===== config.mk =====
export PLATFORM = sky130hd
export DESIGN_NAME = mem_port_arbiter_flat
export DESIGN_NICKNAME = d
export VERILOG_FILES = /design/src/rtl/mem_port_arbiter_if.sv /design/src/rtl/mem_port_arbiter.sv /design/src/flat_wrapper.sv
export SDC_FILE = /design/constraint.sdc
export NUM_CORES = 1
export LEC_CHECK = 0
export ABC_AREA = 1
export BUFFER_PORTS_ARGS = -buffer_cell sky130_fd_sc_hd__buf_2
export CORE_MARGIN = 10
export CORE_UTILIZATION = 49
export DETAILED_ROUTE_END_ITERATION = 16
export GPL_ROUTABILITY_DRIVEN = 0
export PLACE_DENSITY_LB_ADDON = 0.25
export REMOVE_ABC_BUFFERS = 1
export SETUP_SLACK_MARGIN = 0.3
export SYNTH_ARGS = -nofsm -noshare
export SYNTH_HDL_FRONTEND = slang
export SYNTH_SLANG_ARGS = --single-unit
export TNS_END_PERCENT = 30

===== constraint.sdc =====
create_clock -name clk -period 7 [get_ports clk]
set_clock_uncertainty 0.05 [all_clocks]
set_input_delay 1.4 -clock clk [delete_from_list [all_inputs] [get_ports clk]]
set_output_delay 1.4 -clock clk [all_outputs]
set_load 0.01 [all_outputs]

===== src/rtl/mem_port_arbiter_if.sv =====
// Fetch/data request and unified-memory bus bundle
// for mem_port_arbiter; slave is the arbiter side.
interface mem_port_arbiter_if;
   logic        IReqF;
   logic [31:0] PCF;
   logic [31:0] InstrF;
   logic        IValidF;
   logic        StallF;
   logic        DReqM;
   logic        MemWriteM;
   logic [31:0] ALUResultM;
   logic [31:0] WriteDataM;
   logic [31:0] ReadDataM;
   logic        DValidM;
   logic        StallM;
   logic        MemReq;
   logic        MemWe;
   logic [31:0] MemAddr;
   logic [31:0] MemWData;
   logic [31:0] MemRData;

   modport slave (
      input  IReqF, PCF, DReqM, MemWriteM,
      input  ALUResultM, WriteDataM, MemRData,
      output InstrF, IValidF, StallF,
      output ReadDataM, DValidM, StallM,
      output MemReq, MemWe, MemAddr, MemWData
   );

   modport master (
      output IReqF, PCF, DReqM, MemWriteM,
      output ALUResultM, WriteDataM, MemRData,
      input  InstrF, IValidF, StallF,
      input  ReadDataM, DValidM, StallM,
      input  MemReq, MemWe, MemAddr, MemWData
   );
endinterface


===== src/rtl/mem_port_arbiter.sv =====
// Fetch/data arbiter for a fixed-latency unified memory.
// MEM_ARB_RR_EN: strict alternation on contested grants.
module mem_port_arbiter #(
   parameter int unsigned LATENCY     = 2,
   parameter int unsigned MAX_DSTREAK = 4
) (
   input logic clk,
   input logic reset,
   mem_port_arbiter_if.slave bus
);

   typedef enum logic [1:0] {
      IDLE, ISSUE, WAIT, DONE
   } state_t;

   state_t      state;
   state_t      state_n;
   logic        grant;
   logic        pick_d;
   logic        capture;
   logic        owner_d;
   logic        we_q;
   logic [3:0]  cnt;

`ifdef MEM_ARB_RR_EN
   logic        last_f;

   assign pick_d = bus.DReqM
                 & (~bus.IReqF | last_f);
`else
   logic [3:0]  streak;

   assign pick_d = bus.DReqM
                 & ~(bus.IReqF
                 & (streak == 4'(MAX_DSTREAK)));
`endif

   assign capture = (state == WAIT)
                 && (cnt == 4'd1);

   assign bus.StallF = bus.IReqF & ~bus.IValidF;
   assign bus.StallM = bus.DReqM & ~bus.DValidM;

   // Next-state: arbitrate only in IDLE
   always_comb begin
      state_n = state;
      grant   = 1'b0;
      unique case (state)
         IDLE: begin
            if (bus.IReqF | bus.DReqM) begin
               grant   = 1'b1;
               state_n = ISSUE;
            end
         end
         ISSUE: state_n = WAIT;
         WAIT: begin
            if (cnt == 4'd1)
               state_n = DONE;
         end
         DONE: state_n = IDLE;
         default: state_n = IDLE;
      endcase
   end

   // State register
   always_ff @(posedge clk or posedge reset) begin
      if (reset)
         state <= IDLE;
      else
         state <= state_n;
   end

   // Latency countdown, loaded while MemReq is out
   always_ff @(posedge clk or posedge reset) begin
      if (reset)
         cnt <= 4'd0;
      else if (state == ISSUE)
         cnt <= 4'(LATENCY);
      else if (state == WAIT)
         cnt <= cnt - 4'd1;
   end

   // Memory request: one-cycle pulse after a grant
   always_ff @(posedge clk or posedge reset) begin
      if (reset) begin
         bus.MemReq   <= 1'b0;
         bus.MemWe    <= 1'b0;
         bus.MemAddr  <= 32'd0;
         bus.MemWData <= 32'd0;
         owner_d      <= 1'b0;
         we_q         <= 1'b0;
      end else begin
         bus.MemReq <= grant;
         bus.MemWe  <= grant & pick_d
                     & bus.MemWriteM;
         if (grant) begin
            owner_d     <= pick_d;
            we_q        <= pick_d & bus.MemWriteM;
            bus.MemAddr <= pick_d ? bus.ALUResultM
                                  : bus.PCF;
            if (pick_d & bus.MemWriteM)
               bus.MemWData <= bus.WriteDataM;
         end
      end
   end

   // Grant history for contested arbitration
`ifdef MEM_ARB_RR_EN
   always_ff @(posedge clk or posedge reset) begin
      if (reset)
         last_f <= 1'b1;
      else if (grant)
         last_f <= ~pick_d;
   end
`else
   always_ff @(posedge clk or posedge reset) begin
      if (reset)
         streak <= 4'd0;
      else if (grant) begin
         if (pick_d & bus.IReqF)
            streak <= streak + 4'd1;
         else
            streak <= 4'd0;
      end
   end
`endif

   // Capture read data and raise the owner's valid
   always_ff @(posedge clk or posedge reset) begin
      if (reset) begin
         bus.InstrF    <= 32'd0;
         bus.ReadDataM <= 32'd0;
         bus.IValidF   <= 1'b0;
         bus.DValidM   <= 1'b0;
      end else begin
         bus.IValidF <= capture & ~owner_d;
         bus.DValidM <= capture & owner_d;
         if (capture & ~owner_d)
            bus.InstrF <= bus.MemRData;
         if (capture & owner_d & ~we_q)
            bus.ReadDataM <= bus.MemRData;
      end
   end

endmodule

===== src/flat_wrapper.sv =====
// flat-port wrapper written by rule: the top's interface ports become plain ports
module mem_port_arbiter_flat 
#(
   parameter int unsigned LATENCY     = 2,
   parameter int unsigned MAX_DSTREAK = 4
)
  (clk, reset, bus_IReqF, bus_PCF, bus_DReqM, bus_MemWriteM, bus_ALUResultM, bus_WriteDataM, bus_MemRData, bus_InstrF, bus_IValidF, bus_StallF, bus_ReadDataM, bus_DValidM, bus_StallM, bus_MemReq, bus_MemWe, bus_MemAddr, bus_MemWData);
  mem_port_arbiter_if bus_i ();
  input logic clk;
  input logic reset;
  input wire logic [$bits(bus_i.IReqF)-1:0] bus_IReqF;
  input wire logic [$bits(bus_i.PCF)-1:0] bus_PCF;
  input wire logic [$bits(bus_i.DReqM)-1:0] bus_DReqM;
  input wire logic [$bits(bus_i.MemWriteM)-1:0] bus_MemWriteM;
  input wire logic [$bits(bus_i.ALUResultM)-1:0] bus_ALUResultM;
  input wire logic [$bits(bus_i.WriteDataM)-1:0] bus_WriteDataM;
  input wire logic [$bits(bus_i.MemRData)-1:0] bus_MemRData;
  output wire logic [$bits(bus_i.InstrF)-1:0] bus_InstrF;
  output wire logic [$bits(bus_i.IValidF)-1:0] bus_IValidF;
  output wire logic [$bits(bus_i.StallF)-1:0] bus_StallF;
  output wire logic [$bits(bus_i.ReadDataM)-1:0] bus_ReadDataM;
  output wire logic [$bits(bus_i.DValidM)-1:0] bus_DValidM;
  output wire logic [$bits(bus_i.StallM)-1:0] bus_StallM;
  output wire logic [$bits(bus_i.MemReq)-1:0] bus_MemReq;
  output wire logic [$bits(bus_i.MemWe)-1:0] bus_MemWe;
  output wire logic [$bits(bus_i.MemAddr)-1:0] bus_MemAddr;
  output wire logic [$bits(bus_i.MemWData)-1:0] bus_MemWData;
  assign bus_i.IReqF = bus_IReqF;
  assign bus_i.PCF = bus_PCF;
  assign bus_i.DReqM = bus_DReqM;
  assign bus_i.MemWriteM = bus_MemWriteM;
  assign bus_i.ALUResultM = bus_ALUResultM;
  assign bus_i.WriteDataM = bus_WriteDataM;
  assign bus_i.MemRData = bus_MemRData;
  assign bus_InstrF = bus_i.InstrF;
  assign bus_IValidF = bus_i.IValidF;
  assign bus_StallF = bus_i.StallF;
  assign bus_ReadDataM = bus_i.ReadDataM;
  assign bus_DValidM = bus_i.DValidM;
  assign bus_StallM = bus_i.StallM;
  assign bus_MemReq = bus_i.MemReq;
  assign bus_MemWe = bus_i.MemWe;
  assign bus_MemAddr = bus_i.MemAddr;
  assign bus_MemWData = bus_i.MemWData;
  mem_port_arbiter #(.LATENCY(LATENCY), .MAX_DSTREAK(MAX_DSTREAK)) u_core (.clk(clk), .reset(reset), .bus(bus_i));
endmodule

==> impl_metrics.yaml, run 1 <==
status:
  status: "completed"
layout:
  final.fill_count: 1196
  area_growth_pct: 28.9
  drive_above_1_share_pct: 30.2
  mostFrequentLayoutCell: "nand2_1"
  fin_nets: 1179
  finalNonFillerCells: 1227
  antennaDiodeCount: 0
  stdcell_area_um2: 8410
  final_cell_mix: "nand2_1, buf_2, dfrtp_1"
clock_network:
  cts-root-buf: "clkbuf_16"
  clock-sinks: 144
  htreeDepth: 4
  cts_max_path_buffers: 2
  post_cts_buffers: 0
  path_clk_slew_ps: 50
  ctsResizeCount: 0
  hold_buffers: 0
  cts_buffers: 17
  clock_latency_ps: 420
  cts_tree: "yes"
sta:
  period_minus_slack_ps: 3620
  final_max_slew_viol_count: 0
  fmax_ghz: 0.276
  finalSetupViolCount: 0
  period_share_pct: 51.7
  rsz0062_at_grt: "no"
  worst_slew_pin_slew_ps: 1110
  timing.final.ws_setup_ps: 3380
  hold_viol: 0
  slew_headroom_pct: 25.8
  tns_ps: 0
hold_path:
  hold_path_startpoint: "u_core.bus.MemWData[12]$_DFFE_PP0P_"
  hold_depth: 2
  holdPathEnd: "u_core.bus.MemWData[12]$_DFFE_PP0P_"
  hold_class: "register to register"
detailed_routing:
  routed_via_density: 4.89
  routed-via-count: 5998
  routedWlPerCell_um: 15.6
  drt-total-wl_mm: 19.2
  first_pass_iters: 4
  drt_iter0_drc: 396
  drc: 0
  antenna_left: 0
yosys:
  synth-seq-cells: 144
  synth_area_leader_cell: "dfrtp_1"
  yosys-top-cells-area: "dfrtp_1, nand2_1, nand3_1, inv_1, nand4_1"
  syn_inst: 795
  yosysWarnings: 0
  synth_top_area_share_pct: 55.2
  post_synth_num_cell_types: 24
  avgSynthCellArea_um2: 8.21
  yosysSeqAreaShare_pct: 55.2
  syn_area_um2: 6530
global_route:
  grt_max_degree: 78
  grt_usage_pct: 20.7
  use_met3_pct: 6.38
  grt_util_met2_pct: 33.0
  grt_pass1_vias: 5848
  antenna_found_initial: 2
  grt-ovfl-total: 0
  grt_pass1_wl_mm: 30.6
  busiest_layer: "met2"
  met1_usage_pct: 25.2
power_and_ir_drop:
  p_leak_nw: 4.66
  power_density_nw_per_um2: 441
  irDropWorstVdd_uv: 208
job:
  cap_violations: 0
die:
  dieArea_um2: 18300
  die_h_um: 135
  start_util_pct: 49.7
  rows: 42
  boundaryPins: 267
  die_x_um: 135
  core_region_area_um2: 13100
setup_path:
  critPathArrivalTime_ps: 2170
  ff2ff_path_depth: 8
  path_class: "primary input to primary output"
  startpoint_type: "primary input"
  r2r_start: "u_core.streak[0]$_DFFE_PP0P_"
  endpoint_kind: "primary output"
  r2r_setup_slack_ps: 4330
  critPathRequiredTime_ps: 5550
  worstReg2RegEnd: "u_core.bus.MemWData[24]$_DFFE_PP0P_"
  cp_max_fo: 36
place:
  placed_cell_area_um2: 7820
  dp_hpwl_mm: 13.4
  dp_slack_ps: 3400
  placed_cells: 1195
  port_buffers: 266
synth_stat cells, drive strengths merged:
cell    number
inv         85
dfrtp      144
nand4       35
a22oi        1
o21ai       40
clkbuf      12
a21oi        2
nand2      348
buf         34
nand3       72
ha           8
nor2        14
power breakdown:
part	switching [mW]	leakage [nW]	internal [mW]
clock	0.353	0.277	0.546
combinational	0.846	2.74	0.514
sequential	0.225	1.65	1.23
worst max-delay path, cell delays in order:
cell and delay [ps]:
buf_2 70, buf_4 370, inv_4 80, nor2_1 90, buf_2 140
cells by family (layout without fill, tap and decap cells):
kind of cell	Yosys count	in the layout	share of synthesized area, %
flip-flops	144	144	55.2
AND/OR/NAND/NOR	469	469	30.5
AO/OA/AOI/OAI	43	43	3.34
adder cells (fa/ha/maj)	8	8	1.53
buffers and inverters	131	387	9.43
sequential cells by signal, indices dropped and copies added (netlist names):
signal / flops
u_core.bus.ReadDataM: 32
u_core.bus.MemWData: 32
u_core.cnt: 4
u_core.bus.IValidF: 1
u_core.bus.MemAddr: 32
u_core.bus.MemReq: 1
u_core.bus.DValidM: 1
u_core.bus.InstrF: 32
u_core.state: 2
u_core.we_q: 1
u_core.bus.MemWe: 1
u_core.owner_d: 1
u_core.streak: 4
metrics by stage:
stage	power [mW]	util [%]	hold slack (ps)
after floorplan	2.18	-	428
after global placement	2.80	59.5	407
after detailed placement	2.84	59.5	409
after CTS	3.76	64.0	425
after global routing	3.99	64.0	434
final	3.71	64.0	419
final cells by class:
type	instances	area [um^2]	area share, %
flip-flops and latches	144	3600	42.8
clock inverters	11	130	1.55
multi-input cells	520	2310	27.4
repair buffers	270	1360	16.2
clock buffers	21	460	5.47
well taps	176	220	2.62
inverters	85	329	3.91
worst max-delay path by stage:
stage | start | end | slack, ps
final | bus_DReqM | bus_StallM | 3380
after global placement | bus_DReqM | bus_StallM | 3390
after detailed placement | bus_DReqM | bus_StallM | 3400
after floorplan | reset | u_core.bus.DValidM$_DFF_PP0_ | 1680
after CTS | bus_DReqM | bus_StallM | 3400
after global routing | bus_DReqM | bus_StallM | 3330
layer usage:
metal / share of wire (%) / up-vias / routed length [um]
met4: 2.8 / 4 / 543
met3: 6.3 / 36 / 1200
met2: 50 / 179 / 9650
met5: 0.11 / - / 21
met1: 40 / 2819 / 7740
li1: - / 2960 / -
(Power assumes the default switching activity.)
==> run 2, diff against run 1 <==
Settings changed: CORE_UTILIZATION 49 to 44.
Clock period 7 ns to 3.2 ns, I/O delays scaled along.
==> impl_metrics.yaml, run 2 (synthesis results as in run 1) <==
power_and_ir_drop:
  power_density_nw_per_um2: 952
  p_leak_nw: 4.69
  internal-power_mw: 4.86
  irDropWorstVdd_uv: 420
  p_comb_share_pct: 37.7
  p_sw_mw: 3.19
  p_seq_share_pct: 39.0
  swShare_pct: 39.6
  clock_power_share_pct: 23.3
  finalPower_mw: 8.06
clock_network:
  hold_buffers: 0
  clock_latency_ps: 420
  ctsResizeCount: 0
  path_clk_slew_ps: 60
  cts_tree: "yes"
  clock-sinks: 144
  cts_max_path_buffers: 2
  cts_buffers: 17
  cts-root-buf: "clkbuf_16"
  htreeDepth: 4
  post_cts_buffers: 0
die:
  die_x_um: 142
  die_h_um: 142
  core_region_area_um2: 14500
  rows: 44
  dieArea_um2: 20100
  start_util_pct: 44.9
  boundaryPins: 267
detailed_routing:
  routed_via_density: 4.82
  routedWlPerCell_um: 15.7
  routed-via-count: 5994
  drt_iter0_drc: 259
  first_pass_iters: 4
  drt-total-wl_mm: 19.5
  antenna_left: 0
  drc: 0
sta:
  final_max_slew_viol_count: 0
  slew_headroom_pct: 49.5
  finalSetupViolCount: 0
  worst_slew_pin_slew_ps: 755
  tns_ps: 0
  period_minus_slack_ps: 2040
  rsz0062_at_grt: "no"
  period_share_pct: 63.7
  fmax_ghz: 0.490
  hold_viol: 0
layout:
  area_growth_pct: 29.7
  mostFrequentLayoutCell: "nand2_1"
  final.fill_count: 1406
  antennaDiodeCount: 0
  final_cell_mix: "nand2_1, buf_2, dfrtp_1"
  fin_nets: 1187
  drive_above_1_share_pct: 30.9
global_route:
  grt_pass1_wl_mm: 31.0
  antenna_found_initial: 1
  grt_usage_pct: 19.0
  grt_pass1_vias: 5944
  grt-ovfl-total: 0
  grt_max_degree: 67
setup_path:
  r2r_setup_slack_ps: 1160
  worstReg2RegEnd: "u_core.bus.InstrF[12]$_DFFE_PP0P_"
  timing.critical_path.to: "u_core.bus.InstrF[12]$_DFFE_PP0P_"
  startpoint_type: "register"
  r2r_start: "u_core.cnt[1]$_DFFE_PP0P_"
  ff2ff_path_depth: 9
  critPathArrivalTime_ps: 2350
  endpoint_kind: "register"
  critPathRequiredTime_ps: 3510
  cp_max_fo: 33
  path_class: "register to register"
  critical_path.startpoint: "u_core.cnt[1]$_DFFE_PP0P_"
place:
  dp_hpwl_mm: 13.8
  port_buffers: 266
status:
  status: "completed"
hold_path:
  hold_class: "primary input to async pin"
job:
  cap_violations: 0
run 2: worst min path at each step:
stage                                                to                                 from
finish               u_core.bus.MemAddr[21]$_DFFE_PP0P_                                reset
global route         u_core.bus.MemAddr[21]$_DFFE_PP0P_                                reset
CTS                  u_core.bus.MemAddr[21]$_DFFE_PP0P_                                reset
detailed placement   u_core.bus.MemAddr[30]$_DFFE_PP0P_   u_core.bus.MemAddr[30]$_DFFE_PP0P_
global placement    u_core.bus.MemWData[26]$_DFFE_PP0P_  u_core.bus.MemWData[26]$_DFFE_PP0P_
floorplan                   u_core.state[1]$_DFFE_PP0P_          u_core.state[1]$_DFFE_PP0P_
run 2: power groups by stage:
| stage | sequential, mW | clock, mW | combinational, mW |
|---|---|---|---|
| floorplan | 3.54 | 0 | 1.22 |
| global placement | 3.14 | 0 | 3.04 |
| detailed placement | 3.15 | 0 | 3.11 |
| CTS | 3.14 | 1.92 | 3.11 |
| global route | 3.24 | 2.00 | 3.45 |
| finish | 3.14 | 1.88 | 3.04 |
run 2: worst max-delay path, stage by stage, from the launching register on:
cell and delay, ps:
dfrtp_1 370, inv_1 90, ha_1 210, nand2_1 90, nor2_1 110, nand3_2 70
buf_4 270, inv_2 500, nand2_1 110, nand2_1 80
run 2: area by class of cell:
type | count | area, um^2 | share of cell area [%]
Timing Repair Buffer | 278 | 1430 | 16.9
Tap cell | 184 | 230 | 2.72
Sequential cell | 144 | 3600 | 42.6
Clock inverter | 14 | 121 | 1.43
Clock buffer | 18 | 439 | 5.19
Multi-Input combinational cell | 520 | 2310 | 27.3
Inverter | 85 | 329 | 3.89
run 2: metrics by stage:
| step | std cells | hold slack (ps) | utilization (%) | worst slack (ps) | area, um^2 |
|---|---|---|---|---|---|
| floorplan | 749 | 428 | - | -1360 | 6230 |
| global placement | 1211 | 407 | 54.4 | 1250 | 7900 |
| detailed placement | 1211 | 410 | 54.4 | 1130 | 7900 |
| CTS | 1243 | 268 | 58.2 | 1120 | 8460 |
| global route | 1243 | 292 | 58.2 | 959 | 8460 |
| finish | 1243 | 238 | 58.2 | 1160 | 8460 |
run 2: per-layer routing:
metal	global-route usage, %	vias up	wire, um
met5	0	-	11
met4	8.71	2	539
met3	6.74	43	1530
met2	30.1	198	9480
met1	22.6	2768	7920
li1	-	2983	-
